**src/rtl/trig_sched.sv**
```systemverilog
// trig_sched: turns rising edges on a level request into queued start pulses
// for a downstream 4-state machine, issuing one pulse per request only while
// the downstream reports IDLE. Enforces a holdoff after each run and flags
// dropped requests and unacknowledged triggers.
module trig_sched #(
  parameter int HOLDOFF  = 4,
  parameter int ACK_TO   = 8,
  parameter int MAX_PEND = 7,
  parameter int PEND_W   = 3
) (
  input  logic              clk,
  input  logic              rst,
  input  logic              req_in,
  input  logic [1:0]        sm_state,
  output logic              trigger,
  output logic [PEND_W-1:0] pending,
  output logic              busy,
  output logic              overflow,
  output logic              ack_err
);

  // One timer serves both the ack timeout and the holdoff.
  localparam int TMAX = (ACK_TO > HOLDOFF) ? ACK_TO : HOLDOFF;
  localparam int TW   = $clog2(TMAX + 1);
  localparam logic [PEND_W-1:0] PMAX = PEND_W'(MAX_PEND);

  typedef enum logic [2:0] {S_IDLE, S_FIRE, S_ACK, S_RUN, S_HOLD} state_t;

  state_t          state, nxt;
  logic            req_d;
  logic [TW-1:0]   timer;
  logic            rise, issue, sm_idle;
  logic            ack_hit, hold_done, ack_fail;

  assign rise    = req_in & ~req_d;
  assign issue   = (state == S_FIRE);
  assign sm_idle = (sm_state == 2'd0);

  // "Reaches the limit" on this edge: timer+1 is the value it would take.
  // Written as >= so HOLDOFF = 0 exits S_HOLD immediately (ack-timeout path).
  assign ack_hit   = (32'(timer) + 32'd1) >= 32'(ACK_TO);
  assign hold_done = (32'(timer) + 32'd1) >= 32'(HOLDOFF);

  // Next-state decode; outputs are registered from nxt so they line up with state.
  always_comb begin
    nxt      = state;
    ack_fail = 1'b0;
    case (state)
      S_IDLE: if (pending != '0 && sm_idle) nxt = S_FIRE;
      S_FIRE: nxt = S_ACK;
      S_ACK: begin
        if (!sm_idle) nxt = S_RUN;
        else if (ack_hit) begin
          nxt      = S_HOLD;
          ack_fail = 1'b1;
        end
      end
      S_RUN:  if (sm_idle) nxt = (HOLDOFF > 0) ? S_HOLD : S_IDLE;
      S_HOLD: if (hold_done) nxt = S_IDLE;
      default: nxt = S_IDLE;
    endcase
  end

  // State, timer, pending counter and sticky flags.
  always_ff @(posedge clk) begin
    if (rst) begin
      state    <= S_IDLE;
      req_d    <= 1'b0;
      timer    <= '0;
      pending  <= '0;
      trigger  <= 1'b0;
      busy     <= 1'b0;
      overflow <= 1'b0;
      ack_err  <= 1'b0;
    end else begin
      state   <= nxt;
      req_d   <= req_in;
      trigger <= (nxt == S_FIRE);
      busy    <= (nxt != S_IDLE);

      if (nxt != state)                        timer <= '0;
      else if (state == S_ACK || state == S_HOLD) timer <= timer + 1'b1;

      if (ack_fail) ack_err <= 1'b1;

      // A rise coinciding with an issue nets to zero, even at full capacity.
      if (rise && !issue) begin
        if (pending == PMAX) overflow <= 1'b1;
        else                 pending  <= pending + 1'b1;
      end else if (!rise && issue) begin
        pending <= pending - 1'b1;
      end
    end
  end

endmodule
```
**config.mk**
```make
export PLATFORM = sky130hd
export DESIGN_NAME = trig_sched
export DESIGN_NICKNAME = d
export VERILOG_FILES = /design/src/rtl/trig_sched.sv
export SDC_FILE = /design/constraint.sdc
export NUM_CORES = 1
export LEC_CHECK = 0
export ABC_AREA = 1
export BUFFER_PORTS_ARGS = -buffer_cell sky130_fd_sc_hd__buf_2
export CORE_MARGIN = 1
export CORE_UTILIZATION = 54
export CTS_CLUSTER_SIZE = 25
export DETAILED_ROUTE_END_ITERATION = 8
export PLACE_DENSITY = 0.81
export SLEW_MARGIN = 20
export SYNTH_ARGS = -nofsm -noshare
export SYNTH_HDL_FRONTEND = slang
export SYNTH_SLANG_ARGS = --single-unit
```
**constraint.sdc**
```tcl
create_clock -name clk -period 2.1 [get_ports clk]
set_input_delay 0.42 -clock clk [delete_from_list [all_inputs] [get_ports clk]]
set_output_delay 0.42 -clock clk [all_outputs]
set_load 0.005 [all_outputs]
```
After elaboration in Yosys (flattened, before gate mapping)
Index checks and enable logic that the tools add are counted.
{ "totals": {"regBits": 15, "input_bits": 5, "output_inout_bits": 7} }
{ "op_classes": {"muxes": 12, "n_bitwise": 2, "add_sub_neg": 4, "reduce_logical": 14, "order_cmp": 2, "n_eq_ne": 8} }
{ "op_table": {"columns": ["op", "n"], "rows": [
  ["32-bit by 4-bit greater-or-equal comparator with 1-bit output, second input constant", 1],
  ["3-bit 2-to-1 mux", 8],
  ["3-bit case mux with 5 select lines", 1],
  ["3-bit by 1-bit == test with 1-bit output, second input constant", 2],
  ["3-bit by 2-bit == test with 1-bit output, second input constant", 2],
  ["3-bit == test, second input constant", 2],
  ["3-bit nonzero test", 2],
  ["4-bit by 1-bit adder with 5-bit output, second input constant", 1],
  ["5-bit by 3-bit greater-or-equal comparator with 1-bit output, second input constant", 1],
  ["4-bit by 1-bit adder with 4-bit output, second input constant", 1],
  ["2-bit AND reduction", 2],
  ["3-bit by 1-bit adder with 3-bit output, second input constant", 1],
  ["1-bit logical AND", 3],
  ["3-bit logical NOT", 1],
  ["1-bit 2-to-1 mux", 3],
  ["3-bit != test", 1],
  ["3-bit by 1-bit subtractor with 3-bit output, second input constant", 1],
  ["1-bit logical NOT", 2],
  ["2-bit logical NOT", 1],
  ["2-bit != test, second input constant", 1],
  ["2-bit nonzero test", 1],
  ["2-bit OR reduction", 1],
  ["1-bit bitwise AND", 1],
  ["1-bit logical OR", 1],
  ["1-bit NOT", 1]
]} }

Logic depth before layout (Yosys ltp)
Gate-level depths: netlist of run 1.
{ "depth": {"ltp_word": 7, "depth_mapped": 10, "ltp_nobuf": 10} }

Worst setup path after synthesis of run 1
Ideal clock, no wire load.
{ "synth_path": {"path_type": "register to register", "start": "register state[1]", "end": "register pending[2]", "stages_incl_launch_ff": 10, "period_less_slack_ns": 1.551, "required_time_ns": 1.987, "slack_ns": 0.549, "arrival_ns": 1.439, "path_cell_list": "dfxtp_1 -> inv_2 -> nand3_4 -> nand3_4 -> fa_1 -> or2_1 -> nand2_1 -> nor2_1 -> nor2_1 -> nor2_1"} }
{ "synth_via": {"elab_chain_len": 5, "elab_cells_between_ends": 8, "cone_classes": "eq/ne (2); mux (1); reduce/logical (5)"} }
{ "synth_rtl": {"columns": ["item", "line", "text"], "rows": [
  ["start: declaration", "29", "state_t state, nxt;"],
  ["start signal: assignment", "76", "state <= nxt;"],
  ["3-bit by 1-bit == test with 1-bit output (*)", "36", "assign issue = (state == S_FIRE);"],
  ["1-bit logical NOT", "87", "if (rise && !issue) begin"],
  ["1-bit logical AND", "87", null],
  ["2-bit != test (no line) or 2-bit nonzero test (tied branches)", null, null],
  ["2-bit AND reduction (no line)", null, null],
  ["end signal: assignment", "89", "else pending <= pending + 1'b1;"],
  ["end signal: assignment", "91", "pending <= pending - 1'b1;"],
  ["end: declaration", "16", "output logic [PEND_W-1:0] pending,"]
]} }
Every way passes the cells marked *; elsewhere a longest branch is shown, timed or not.
A chain may end at the register's enable or synchronous reset.

Worst setup path in the final report of run 1
Ends and elaborated chain as after synthesis.

==> impl_metrics.ini, run 1 <==
[outcome]
status = finished clean

[sta]
worst_pin_slew_ns = 0.250
max_freq_ghz = 0.591
drv_slew = 0
setup_violations = 0
post-route-period-util = 0.806
timing_hold_violations_final = 0
layout_min_cycle_time_ns = 1.69
rsz0062_at_grt = no
setup_tns_ns = 0
max_slew_margin = 0.832
fin_worst_skew_ns = 0.00735

[global_routing]
grtUsageTotal = 0.203
grt_start_max_net_pins = 10
grt_pass1_vias = 670
grt.overflow.total = 0
grt_pass1_wl_mm = 2.73
grt_antenna_before_repair = 0

[die]
die_x_um = 41.6
die-area_mm2 = 0.00173
die_height_um = 41.6
io_pins = 12
core_mm2 = 0.00138
start_util = 0.612
rows = 13

[cts]
cts-buffers-inserted = 3
insertion_delay_ns = 0.28
post_cts_buffers = 0
clk_pin_slew_ns = 0.09
cts.hold.buffers_added = 0
cts_tree = yes
clock-sinks = 15
cts_resized = 0
root_buffer = clkbuf_4
clockBufferDepth = 2
cts_max_level = 1

[route]
postRouteAntennaNets = 0
wire_per_inst_um = 10.5
vias = 727
dr.pass1.iters = 4
drt-total-wl_mm = 1.51
routed_via_density = 5.05
drt_iter0_drc = 16
drc = 0

[setup_path]
crit_path_end_kind = flop
regToRegStartpoint = state[1]$_SDFF_PP0_
cpPeakStageDelay_ns = 0.45
path_buf_inv = 1
path_delay_family = simple AND/OR/NAND/NOR gates
worst_r2r_path_depth = 9
crit_type = reg2reg
worstReg2RegEnd = pending[2]$_SDFFE_PP0P_
crit_slowest_cell = dfxtp_1
path_cells = inv_2 -> nand3_4 -> nand3_4 -> fa_1 -> or2_1 -> nand2_1 -> nor2_1 -> nor2_1 -> nor2_1
cpMostUsedCell = nor2_1
path_max_fanout = 6
rrSetupSlack_ns = 0.41
worst_setup_path_start_kind = flop
crit_arrival_ns = 1.88
worstPathRequired_ns = 2.29

[logic_synthesis]
syn_nets = 122
yosys.cell_types.count = 25
syn_area_um2 = 846
synth_cells = 114
syn_avg_cell_area_um2 = 7.42
synth-seq-area-share = 0.355
netlist_top_cells_area = dfxtp_1, nand2_1, inv_1, nor2_1, nand3_2
ys_ff_latch = 15
ys.warnings.count = 0
synth.top_cell.area_share = 0.355
yosysTopAreaCell = dfxtp_1

[cells_and_area]
antennaDiodeCount = 0
area_growth_pct = 12.0
final_cells = 144
final_common_cell = nand2_1
layout.cells.most_common_list = nand2_1, inv_1, nor2_1
fin_nets = 138
drive_above_1_share = 0.271

[power_and_ir_drop]
p_leak_nw = 0.461
p_per_area_mw_per_mm2 = 790
ir_drop_mv = 0.540

[placed_design]
gp_congestion = 0.836
dp_hpwl_mm = 1.24
port_buffers = 11
dpl.cell_count = 140

[min_path]
min_to = trigger$_SDFF_PP0_
hp-start = rst
hold_depth = 2
hold_class = in2reg

[flow_run]
maxCapViolCount = 0
cells in the mapped netlist:
| master | count |
|---|---|
| nand2_2 | 3 |
| nand3_4 | 2 |
| fa_1 | 1 |
| nand3_1 | 5 |
| xor2_1 | 2 |
| clkinv_1 | 1 |
| or2_2 | 1 |
| nor2_2 | 2 |
| nand3_2 | 5 |
| o21bai_2 | 1 |
| o21ai_0 | 4 |
| xnor2_1 | 1 |
| nor2_1 | 16 |
| nand2_1 | 19 |
| nor3_1 | 2 |
| a21oi_1 | 4 |
| inv_2 | 5 |
| inv_1 | 16 |
| ha_1 | 2 |
| o21a_1 | 1 |
| dfxtp_1 | 15 |
| nand2_4 | 1 |
| or2_1 | 1 |
| nand4_1 | 3 |
| o211ai_1 | 1 |
metrics by stage:
stage | util | power, W | hold slack, ns | setup slack [ns] | area, um2
3_3_place_gp | 0.665 | 0.000584 | 0.433 | 0.511 | 920
5_1_grt | 0.685 | 0.000806 | 0.327 | 0.262 | 947
6_report | 0.685 | 0.000749 | 0.342 | 0.407 | 947
2_1_floorplan | - | 0.000531 | 0.441 | 0.549 | 846
4_1_cts | 0.685 | 0.000754 | 0.332 | 0.400 | 947
3_5_place_dp | 0.665 | 0.000593 | 0.452 | 0.404 | 920
routing by layer:
layer / up-vias / wire (um) / track usage
met4: 0 / 55 / 0.110
met5: - / 0 / 0
met2: 21 / 708 / 0.331
li1: 388 / - / -
met1: 309 / 671 / 0.248
met3: 9 / 74 / 0.0435
area by class of cell:
type,instances,area (um2)
inverter,22,82.6
timing repair buffer,11,55.1
tap,15,18.8
sequential,15,300
multi-input combinational,77,463
clock inverter,1,5.00
fill,121,435
clock buffer,3,22.5
registers in the layout (all words and copies together) (netlist names):
signal    cells
ack_err       1
busy          1
overflow      1
pending       3
req_d         1
state         3
timer         4
trigger       1
where the power goes:
group	total [W]	internal (W)	switching (W)
combinational	0.000223	0.0000945	0.000129
clock	0.000162	0.0000708	0.0000916
sequential	0.000363	0.000320	0.0000425
total	0.000749	0.000486	0.000263
how the worst max path moves through the flow:
stage / start / endpoint / slack (ns) / depth (start not counted)
2_1_floorplan: state[1]$_SDFF_PP0_ / pending[2]$_SDFFE_PP0P_ / 0.55 / 9
3_3_place_gp: state[1]$_SDFF_PP0_ / pending[2]$_SDFFE_PP0P_ / 0.51 / 9
5_1_grt: state[2]$_SDFF_PP0_ / pending[2]$_SDFFE_PP0P_ / 0.26 / 9
3_5_place_dp: state[1]$_SDFF_PP0_ / pending[2]$_SDFFE_PP0P_ / 0.40 / 9
4_1_cts: state[2]$_SDFF_PP0_ / pending[2]$_SDFFE_PP0P_ / 0.40 / 9
6_report: state[1]$_SDFF_PP0_ / pending[2]$_SDFFE_PP0P_ / 0.41 / 9
cells by family after synthesis:
family                   after synthesis  synth area share
XOR/XNOR                               3            0.0311
flip-flops                            15             0.355
adder cells (fa/ha/maj)                3            0.0533
buffers and inverters                 22            0.0976
AO/OA/AOI/OAI                         11            0.0784
AND/OR/NAND/NOR                       60             0.385
(Power assumes the default switching activity.)
==> inputs of run 2 (changes only) <==
Clock period 2.1 ns to 1.6 ns, I/O delays scaled along.
==> run 2 against run 1 <==
Clock-buffer cell count did not move. Critical path depth down 1. Via count is 1.5% higher. Highest routed layer unchanged. Clock skew decreased by 0.00071 ns. Non-clock buffer count is 7 higher. Combinational power rose by 55%.
==> impl_metrics.ini, run 2 (synthesized netlist as in run 1, its figures left out) <==
[outcome]
status = finished clean

[cells_and_area]
layout.cells.most_common_list = nand2_1, inv_1, nor2_1
fillers = 115
multiInputGateArea_um2 = 468
seq_area_um2 = 307
fin_nets = 145
antennaDiodeCount = 0
area_growth_pct = 19.5
largest_reg_flops = 4
final_common_cell = nand2_1
fin_area_mm2 = 0.00101
drive_above_1_share = 0.360
reg_top3 = timer x4, pending x3, state x3
top_register = timer

[cts]
insertion_delay_ns = 0.28
clockBufferDepth = 2
clk_pin_slew_ns = 0.09
cts_tree = yes
cts-buffers-inserted = 3
cts_max_level = 1
root_buffer = clkbuf_4
clock-sinks = 15

[power_and_ir_drop]
p_sw_frac = 0.350
p_comb_frac = 0.335
switching_power_w = 0.000360
seqPwrFrac = 0.459
p_int_w = 0.000670
p_per_area_mw_per_mm2 = 1020
p_leak_nw = 0.497
p_clk_frac = 0.205
ir_drop_mv = 0.602

[route]
drt-total-wl_mm = 1.68
dr.pass1.iters = 4
postRouteAntennaNets = 0
wire_per_inst_um = 11.2
drc = 0
drt_iter0_drc = 11
vias = 738
routed_via_density = 4.89

[sta]
setup_violations = 0
setup_tns_ns = 0
drv_slew = 0
rsz0062_at_grt = yes
timing_hold_violations_final = 0
max_freq_ghz = 0.661
post-route-period-util = 0.945
worst_pin_slew_ns = 0.282
fin_worst_skew_ns = 0.00665
max_slew_margin = 0.810
layout_min_cycle_time_ns = 1.51
setup_ws_ns = 0.0881

[placed_design]
gp_congestion = 0.797
pre_cts_ws_ns = 0.0299
dp_hpwl_mm = 1.26
postPlaceCellArea_um2 = 942
port_buffers = 11

[die]
die_height_um = 41.6
die-area_mm2 = 0.00173
die_x_um = 41.6
start_util = 0.612
io_pins = 12
core_mm2 = 0.00138
rows = 13

[setup_path]
worstPathRequired_ns = 1.78
cpPeakStageDelay_ns = 0.35
crit_arrival_ns = 1.69
path_buf_inv = 0
crit_path_end_kind = flop
path_max_fanout = 4
path_cells = ha_1 -> or2_2 -> nor2_1 -> nand2_1 -> nand2_2 -> nand3_2 -> nand3_2 -> nor2_1
path_delay_family = simple AND/OR/NAND/NOR gates
worst_setup_path_start_kind = flop
crit_type = reg2reg
crit_slowest_cell = dfxtp_2
worstSetupStartpoint = timer[0]$_SDFFE_PP0P_
regToRegStartpoint = timer[0]$_SDFFE_PP0P_

[flow_run]
maxCapViolCount = 0

[global_routing]
grt_antenna_before_repair = 0
grt.overflow.total = 0
grtUsageTotal = 0.204
grt_start_max_net_pins = 10
grt_pass1_wl_mm = 2.73
grt_pass1_vias = 661

[min_path]
hp-start = rst
hold_class = in2reg
[run 2: cell types whose count changed in the layout (fill, tap and decap cells not counted)]
cell,previous run,this run
buf_4,0,7
dfxtp_1,15,10
dfxtp_2,0,5
fa_1,1,0
fa_2,0,1
nand2_1,19,18
nand2_2,3,4
[run 2: per-stage QoR]
step	power (W)	util	hold slack, ns	instances
final	0.00103	0.731	0.220	151
after global routing	0.00110	0.731	0.229	151
after CTS	0.00100	0.701	0.224	147
after floorplan	0.000697	-	0.389	114
after global placement	0.000778	0.681	0.432	143
after detailed placement	0.000795	0.681	0.434	143
[run 2: worst paths after layout]
| path | endpoint | slack (ns) | cells past startpoint |
|---|---|---|---|
| setup / recovery | timer[1]$_SDFFE_PP0P_ | 0.09 | 8 |
| hold / removal | ack_err$_SDFFE_PP0P_ | 0.22 | 2 |
| setup reg to reg | timer[1]$_SDFFE_PP0P_ | 0.09 | 8 |
| hold reg to reg | ack_err$_SDFFE_PP0P_ | 0.44 | 2 |
[run 2: metal layers]
metal  GRT usage  up-vias  share of wire
met5           0        -              0
met1       0.270      315           0.48
met2       0.328       13           0.48
met3      0.0391        4          0.026
met4      0.0774        0          0.014
li1            -      406              -
[run 2: timing repair]
action | CTS | global route
hold endpoints to repair | 0 | 0
gates resized for setup | 0 | 7
buffers inserted | 0 | 4
endpoints found under the setup margin | 0 | 6
hold buffers | 0 | 0
[run 2: final cells by class]
class / instances / area share
tap: 15 / 0.0186
clock buffer: 3 / 0.0223
multi-input combinational: 77 / 0.463
inverter: 22 / 0.0817
clock inverter: 1 / 0.00495
sequential: 15 / 0.303
timing repair buffer: 18 / 0.106
[run 2: power by group through the flow]
stage                     sequential (W)  combinational (W)  clock, W
after floorplan                 0.000478           0.000220         0
after global placement          0.000473           0.000305         0
after detailed placement        0.000477           0.000317         0
after CTS                       0.000470           0.000321  0.000214
after global routing            0.000478           0.000384  0.000233
final                           0.000474           0.000346  0.000212
